==> src/rtl/packet_tx_scheduler.sv <==
// Transmit packet buffer arbiter: round-robin grant between key and audio writers,
// transmitter launch with per-owner header, and acknowledged key delivery with bounded retry.
module packet_tx_scheduler #(
    parameter logic [15:0] KEY_HDR   = 16'h0001,
    parameter logic [15:0] AUDIO_HDR = 16'h0002,
    parameter logic [15:0] ACK_HDR   = 16'h0003,
    parameter int          TIMEOUT   = 1023,
    parameter int          MAX_RETRY = 3
) (
    input  logic        clock,
    input  logic        reset_n,
    input  logic        key_req,
    input  logic        key_we,
    input  logic [3:0]  key_addr,
    input  logic [15:0] key_data,
    input  logic        key_done,
    output logic        key_gnt,
    input  logic        audio_req,
    input  logic        audio_we,
    input  logic [3:0]  audio_addr,
    input  logic [15:0] audio_data,
    input  logic        audio_done,
    output logic        audio_gnt,
    output logic        buf_we,
    output logic [3:0]  buf_addr,
    output logic [15:0] buf_data,
    output logic        tx_start,
    output logic [15:0] tx_header,
    input  logic        tx_busy,
    input  logic [15:0] incoming_packet_header,
    output logic        key_acked,
    output logic        tx_fail
);

    localparam int RETRY_W = (MAX_RETRY < 1) ? 1 : $clog2(MAX_RETRY + 1);
    localparam logic [9:0]         TIMEOUT_V   = 10'(TIMEOUT);
    localparam logic [RETRY_W-1:0] MAX_RETRY_V = RETRY_W'(MAX_RETRY);

    typedef enum logic [2:0] {
        IDLE,
        FILL,
        LAUNCH,
        SENDING,
        WAIT_ACK
    } state_t;

    state_t               state_reg, state_next;
    logic                 owner_key_reg, owner_key_next;
    logic                 favour_key_reg, favour_key_next;
    logic [RETRY_W-1:0]   retry_reg, retry_next;
    logic [9:0]           timer_reg, timer_next;
    logic                 key_gnt_reg, key_gnt_next;
    logic                 audio_gnt_reg, audio_gnt_next;
    logic                 tx_start_reg, tx_start_next;
    logic [15:0]          tx_header_reg, tx_header_next;
    logic                 key_acked_reg, key_acked_next;
    logic                 tx_fail_reg, tx_fail_next;

    always_ff @(posedge clock) begin
        if (!reset_n) begin
            state_reg      <= IDLE;
            owner_key_reg  <= 1'b0;
            favour_key_reg <= 1'b1;
            retry_reg      <= '0;
            timer_reg      <= '0;
            key_gnt_reg    <= 1'b0;
            audio_gnt_reg  <= 1'b0;
            tx_start_reg   <= 1'b0;
            tx_header_reg  <= '0;
            key_acked_reg  <= 1'b0;
            tx_fail_reg    <= 1'b0;
        end else begin
            state_reg      <= state_next;
            owner_key_reg  <= owner_key_next;
            favour_key_reg <= favour_key_next;
            retry_reg      <= retry_next;
            timer_reg      <= timer_next;
            key_gnt_reg    <= key_gnt_next;
            audio_gnt_reg  <= audio_gnt_next;
            tx_start_reg   <= tx_start_next;
            tx_header_reg  <= tx_header_next;
            key_acked_reg  <= key_acked_next;
            tx_fail_reg    <= tx_fail_next;
        end
    end

    always_comb begin
        state_next      = state_reg;
        owner_key_next  = owner_key_reg;
        favour_key_next = favour_key_reg;
        retry_next      = retry_reg;
        timer_next      = timer_reg;
        key_gnt_next    = key_gnt_reg;
        audio_gnt_next  = audio_gnt_reg;
        tx_start_next   = 1'b0;
        tx_header_next  = tx_header_reg;
        key_acked_next  = 1'b0;
        tx_fail_next    = 1'b0;

        case (state_reg)
            IDLE: begin
                // After any grant the pointer favours the other writer.
                if (key_req && (!audio_req || favour_key_reg)) begin
                    key_gnt_next    = 1'b1;
                    owner_key_next  = 1'b1;
                    favour_key_next = 1'b0;
                    state_next      = FILL;
                end else if (audio_req) begin
                    audio_gnt_next  = 1'b1;
                    owner_key_next  = 1'b0;
                    favour_key_next = 1'b1;
                    state_next      = FILL;
                end
            end

            FILL: begin
                if (owner_key_reg) begin
                    if (key_done) begin
                        key_gnt_next   = 1'b0;
                        tx_start_next  = 1'b1;
                        tx_header_next = KEY_HDR;
                        state_next     = LAUNCH;
                    end else if (!key_req) begin
                        key_gnt_next = 1'b0;
                        state_next   = IDLE;
                    end
                end else begin
                    if (audio_done) begin
                        audio_gnt_next = 1'b0;
                        tx_start_next  = 1'b1;
                        tx_header_next = AUDIO_HDR;
                        state_next     = LAUNCH;
                    end else if (!audio_req) begin
                        audio_gnt_next = 1'b0;
                        state_next     = IDLE;
                    end
                end
            end

            LAUNCH: begin
                state_next = SENDING;
            end

            SENDING: begin
                if (!tx_busy) begin
                    if (owner_key_reg) begin
                        timer_next = '0;
                        state_next = WAIT_ACK;
                    end else begin
                        state_next = IDLE;
                    end
                end
            end

            WAIT_ACK: begin
                // Ack is tested first so it wins over a coincident timeout.
                if (incoming_packet_header == ACK_HDR) begin
                    key_acked_next = 1'b1;
                    retry_next     = '0;
                    state_next     = IDLE;
                end else if (timer_reg == TIMEOUT_V) begin
                    if (retry_reg < MAX_RETRY_V) begin
                        retry_next     = retry_reg + 1'b1;
                        tx_start_next  = 1'b1;
                        tx_header_next = KEY_HDR;
                        state_next     = LAUNCH;
                    end else begin
                        tx_fail_next = 1'b1;
                        retry_next   = '0;
                        state_next   = IDLE;
                    end
                end else begin
                    timer_next = timer_reg + 10'd1;
                end
            end

            default: begin
                state_next     = IDLE;
                key_gnt_next   = 1'b0;
                audio_gnt_next = 1'b0;
            end
        endcase
    end

    assign buf_we   = (key_gnt_reg & key_we) | (audio_gnt_reg & audio_we);
    assign buf_addr = ({4{key_gnt_reg}} & key_addr) | ({4{audio_gnt_reg}} & audio_addr);
    assign buf_data = ({16{key_gnt_reg}} & key_data) | ({16{audio_gnt_reg}} & audio_data);

    assign key_gnt   = key_gnt_reg;
    assign audio_gnt = audio_gnt_reg;
    assign tx_start  = tx_start_reg;
    assign tx_header = tx_header_reg;
    assign key_acked = key_acked_reg;
    assign tx_fail   = tx_fail_reg;

endmodule

==> config.mk <==
export PLATFORM = sky130hd
export DESIGN_NAME = packet_tx_scheduler
export DESIGN_NICKNAME = d
export VERILOG_FILES = /design/src/rtl/packet_tx_scheduler.sv
export SDC_FILE = /design/constraint.sdc
export NUM_CORES = 1
export LEC_CHECK = 0
export ABC_AREA = 1
export CORE_UTILIZATION = 30
export DETAILED_ROUTE_END_ITERATION = 8
export GPL_TIMING_DRIVEN = 0
export PLACE_DENSITY = 0.67
export SLEW_MARGIN = 0
export SYNTH_ARGS = -nofsm -noshare
export SYNTH_HDL_FRONTEND = slang
export SYNTH_SLANG_ARGS = --single-unit
==> constraint.sdc <==
create_clock -name clock -period 3.35 [get_ports clock]
set_clock_uncertainty 0.1 [all_clocks]
set_input_delay 0.5025 -clock clock [delete_from_list [all_inputs] [get_ports clock]]
set_output_delay 0.5025 -clock clock [all_outputs]
set_load 0.005 [all_outputs]
==> results of run 1 <==
==> cell type report <==
class                   instances  area (um2)
clock inverters                 1       30.03
repair buffers                 91       910.9
clock buffers                   3       41.29
well taps                      72       90.09
flip-flops and latches         24       480.5
plain buffers                  23       161.4
multi-input cells             208        1045
inverters                      29       111.4
fillers                       548        2704
==> final timing paths <==
| check | endpoint | slack, ps |
|---|---|---|
| worst max-delay path | buf_data[10] | 940 |
| worst min-delay path | tx_header[1] | 370 |
| worst max register to register | retry_reg[0] | 1560 |
| worst min register to register | tx_header[1] | 370 |
==> where the power goes <==
part | internal [uW] | switching, uW
sequential | 301 | 15.7
combinational | 237 | 148
clock | 160 | 104
total | 698 | 268
==> cells in the final DEF (no fill, tap or decap), drive strengths merged, types with 14 or more instances in the layout <==
| master | synthesis | routed |
|---|---|---|
| dfxtp | 24 | 24 |
| inv | 29 | 29 |
| nand2 | 64 | 64 |
| a21oi | 15 | 15 |
| nand3 | 21 | 21 |
| buf | 17 | 17 |
| conb | 1 | 14 |
| nor2 | 44 | 44 |
| clkdlybuf4s50 | 0 | 91 |
| a22o | 21 | 21 |
==> routing by layer <==
layer / wire length [um] / GRT usage
met2: 2554 / 0.3140
met1: 2301 / 0.1983
met3: 358 / 0.03023
met5: 0 / 0
met4: 44 / 0.03704
==> worst max-delay path: stages, from the launching register on <==
cell             delay [ps]
dfxtp_1                 420
clkbuf_1                380
a22o_1                  210
clkdlybuf4s50_1         520
==> stage by stage <==
| stage | std cells | power (uW) |
|---|---|---|
| 2_1_floorplan | 284 | 495.8 |
| 3_3_place_gp | 447 | 707.8 |
| 3_5_place_dp | 447 | 709.4 |
| 4_1_cts | 451 | 968.4 |
| 5_1_grt | 451 | 1018 |
| 6_report | 451 | 966.4 |
==> logic make-up (layout without fill, tap and decap cells) <==
logic type / Yosys count / count (layout) / share of synthesized area
adder cells (fa/ha/maj): 2 / 2 / 0.01430
AO/OA/AOI/OAI: 49 / 49 / 0.1917
other: 1 / 14 / 0.002144
AND/OR/NAND/NOR: 140 / 140 / 0.3462
buffers and inverters: 52 / 147 / 0.1559
XOR/XNOR: 3 / 3 / 0.01502
flip-flops: 24 / 24 / 0.2747
==> run metrics, run 1 <==
syn_area_per_cell 6.455 um2; Core Rows 27; setup TNS 0 ps; via count a little over 2000; WL final ~5300 um; count of final setup violators 0; CORE AREA 0.005574 mm2; mapped cell area approximately 0.0017 mm2; initial antenna violation count 0; CP required 2750 ps; htree depth 1; Max Slew Vio Count 0; Yosys cell types 25; RSZ-0062 raised after global routing false; Max-slew headroom 0.6488; Post-synth EDFFs 0; gp weighted congestion slightly below 0.9; Die X 78.36 um; Area Growth Syn to Fin 64.09%; Startpoint Class register; synth warn 0; clk sink count 24; Setup crit start audio_gnt; Max Cap Violations 0; hold path start tx_header[1]; # port buffers ~90; Worst-Skew Late Latency roughly 280 ps; Worst Tran Pin Value about 530 ps; Post-CTS Setup Inserts 0; kind of critical path reg2out; IO Count 107; min-delay worst type reg2reg; top_reg_cell synth dfxtp_1; clock-pin slew on the worst setup and hold paths 100 ps; Post-CTS Hold Fix Bufs 0; TritonCTS clock tree built; Min-Delay Path Depth 2; asr flop ratio synth 0; post-route ant nets 0; Remaining Overflow, GRT 0; largest net degree at the start of global routing 15; hold slack final 370.1 ps; Tmin final about 2400 ps; synthesis-stage register bit count 24; ANT cells 0; ranking of synthesized cells by area dfxtp_1 27%, nand2_1 13%, a22o_1 11%, nor2_1 9.2%, buf_4 6.0%; placed cell areas 0.002799 mm2; Synth top cells by count 62 x nand2_1, 43 x nor2_1, 28 x inv_1, 24 x dfxtp_1, 21 x a22o_1; FMAX between 400 and 500 MHz; number of remaining DRC errors 0; max FFs per register 10; # nets final around 450; post-route cell area about 0.0029 mm2; Total GRT Usage 0.1684; DRT Pass-1 Iters 4; post_cts resized 0; Yosys top cell area share 0.2747; DP HPWL between 4000 and 5000 um; Via density 4.570; Yosys top cell by area dfxtp_1; fin crit share 0.7193; Max rail drop VDD between 0.15 and 0.2 mV; die height slightly below 80 um; fin worst setup slack between 900 and 1000 ps; top-count cell post-synth nand2_1; clk buf depth 2; register area share after synthesis 0.2747; DP Worst Slack around 1100 ps; worst r2r path cells 8; CP max FO 10; Final Util 0.5149; status complete, no violations; number of global-route vias before repair between 1500 and 2000; TritonCTS Buffers 3; drt initial violations around 110; DIE AREA around 0.0061 mm2; Power Density 336.7 mW/mm2; final hold violation count 0; layout cells sized above 1 0.07388; Syn Inst Count about 270; first-pass GRT wire length ~8400 um; Reg-to-Reg Start timer_reg[0]; drt wl/cell between 10 and 15 um; Leak Pwr 0.001258 uW; CP arrival approximately 1800 ps; clk root buf clkbuf_8; Initial Util 0.3138; CP Capture Type output pin
Power figures use the tool's default switching activity.
==> inputs of run 2 (changes only) <==
--- a/config.mk
+++ b/config.mk
@@ -9,7 +9,7 @@
 export CORE_UTILIZATION = 30
 export DETAILED_ROUTE_END_ITERATION = 8
 export GPL_TIMING_DRIVEN = 0
-export PLACE_DENSITY = 0.67
+export PLACE_DENSITY = 0.7
 export SLEW_MARGIN = 0
 export SYNTH_ARGS = -nofsm -noshare
 export SYNTH_HDL_FRONTEND = slang
==> constraint.sdc (replaced) <==
create_clock -name clock -period 1.96 [get_ports clock]
set_clock_uncertainty 0.1 [all_clocks]
set_input_delay 0.294 -clock clock [delete_from_list [all_inputs] [get_ports clock]]
set_output_delay 0.294 -clock clock [all_outputs]
set_load 0.005 [all_outputs]
==> run 2 against run 1 <==
Net effect:
- first-iteration DRC count down 7.4%
- flip-flop and latch count is the same
- worst hold slack worse by 80 ps
- utilization up 0.31 points
- global-route usage down 0.070 points
- cell count did not move
- critical endpoint is now buf_data[13]
- highest routed layer unchanged
==> run metrics, run 2 (synthesized netlist as in run 1, its figures left out) <==
gp weighted congestion 0.8366 (-3.6%); CP required 1570 ps (-1180 ps); first-pass GRT wire length 8300 um (-1.3%); Power Density 572.9 mW/mm2 (+70%); clk root buf clkbuf_8; Max Cap Violations 0 (unchanged); initial antenna violation count 0 (unchanged); hold slack final 290.3 ps (-79.80 ps); Post-CTS Hold Fix Bufs 0 (unchanged); Core Rows 27 (unchanged); count of final setup violators 0 (unchanged); setup TNS 0 ps (unchanged); kind of critical path reg2out; Area Growth Syn to Fin 65.09%; DP Worst Slack -6.091 ps (-1110 ps); DP HPWL 4120 um (-1.1%); min-delay worst type in2reg; Worst Tran Pin Value 510.5 ps (-16.31 ps); Clock power frac 0.264 (-0.010); Leak Pwr 0.001275 uW (+1.3%); Reg-to-Reg Start timer_reg[1]; CP max FO 10 (unchanged); most frequent cells in the layout 91 x clkdlybuf4s50_1, 62 x nand2_1, 43 x nor2_1; Startpoint Class register; # nets final 447 (unchanged); Internal Power 1209 uW (+73%); Via density 4.415 (-3.4%); Die X 78.36 um (unchanged); Reg power frac 0.327 (about the same); post-route ant nets 0 (unchanged); RSZ-0062 raised after global routing false; TritonCTS clock tree built; ANT cells 0 (unchanged); IO Count 107 (unchanged); clk sink count 24 (unchanged); Max-slew headroom 0.6596 (+0.01087); DIE AREA 0.006140 mm2 (unchanged); drt initial violations 100 (-7.4%); combinational group share of total power 0.409 (+0.010); largest net degree at the start of global routing 15 (unchanged); Total GRT Usage 0.1677 (-0.0006995); Min-Delay Path Depth 2 (unchanged); clock-pin slew on the worst setup and hold paths 90 ps (about the same); number of global-route vias before repair 1809 (-2.8%); Remaining Overflow, GRT 0 (unchanged); Max Slew Vio Count 0 (unchanged); final hold violation count 0 (unchanged); fillers 561 (+2.4%); most common cell after layout, fill and taps aside clkdlybuf4s50_1; hold path start reset_n; worst hold endpoint favour_key_reg; Reg2Reg Setup Slack 200 ps (-1360 ps); Tmin final about 1900 ps; # port buffers 91 (unchanged); die height 78.36 um (unchanged); FMAX roughly 530 MHz; Post-CTS Setup Inserts 0 (unchanged); layout cells sized above 1 0.08971 (+0.01583); Pwr Total 1654 uW (+71%); htree depth 1 (unchanged); switching power 445.9 uW (+66%); CP arrival 1490 ps (-320 ps); max FFs per register 10 (unchanged); Final Util 0.5181 (+0.003143); drt wl/cell 11.27 um (-3.4%); Max rail drop VDD 0.4226 mV (+120%); fin crit share 0.9629; Sw Share 0.2695 (-0.008072); TritonCTS Buffers 3 (unchanged); CP Capture Type output pin; Initial Util 0.3138 (unchanged); Worst-Skew Late Latency 270 ps (about the same); r2r endpoint retry_reg[0]; clk buf depth 2 (unchanged); number of remaining DRC errors 0 (unchanged); DRT Pass-1 Iters 4 (unchanged); fin worst setup slack 72.62 ps (-867.6 ps); CORE AREA 0.005574 mm2 (unchanged); status complete, no violations; WL final 5081 um (-3.4%); via count 1991 (-3.4%); worst r2r path cells 8 (unchanged)
==> run 2: power groups by stage <==
stage | clock, uW | sequential [uW] | combinational (uW)
floorplan | 0 | 547 | 300
global placement | 0 | 550 | 658
detailed placement | 0 | 550 | 663
CTS | 453 | 539 | 676
global route | 476 | 546 | 741
finish | 437 | 541 | 676
==> run 2: metal layers <==
metal	routed length, um	up-vias	share of wire	track usage
li1	-	1080	-	-
met1	2170	838	0.43	0.2024
met3	412	4	0.081	0.04302
met5	0	-	0	0
met2	2461	69	0.48	0.2974
met4	36	0	0.0071	0.03519
==> run 2: area by class of cell <==
type,instances,area [um2],area share
inverters,29,111.4,0.03856
plain buffers,23,176.4,0.06109
clock buffers,3,41.29,0.01430
clock inverters,1,30.03,0.01040
flip-flops and latches,24,483.0,0.1672
multi-input cells,208,1045,0.3618
repair buffers,91,910.9,0.3154
well taps,72,90.09,0.03120
==> run 2: worst max path at each step <==
stage | from | endpoint | slack, ps
6_report | audio_gnt | buf_data[13] | 70
3_5_place_dp | incoming_packet_header[13] | retry_reg[0] | -6
4_1_cts | audio_gnt | buf_data[13] | -5
2_1_floorplan | state_reg[0] | timer_reg[6] | 510
5_1_grt | audio_gnt | buf_data[13] | 10
3_3_place_gp | incoming_packet_header[15] | timer_reg[8] | 10
==> run 2: worst max-delay path, stage by stage, from the launching register on <==
cell and delay, ps:
dfxtp_2 370, buf_4 180, a22o_1 150, clkdlybuf4s50_1 520
==> run 2: what timing repair did <==
action / 4_1_cts / 5_1_grt
cloned: 0 / 0
gates resized for setup: 8 / 6
endpoints found under the setup margin: 20 / 20
==> run 2: per-stage QoR <==
step | instance area [um2] | instances
final | 2888 | 451
after global routing | 2888 | 451
after CTS | 2885 | 451
after floorplan | 1798 | 284
after global placement | 2799 | 447
after detailed placement | 2799 | 447
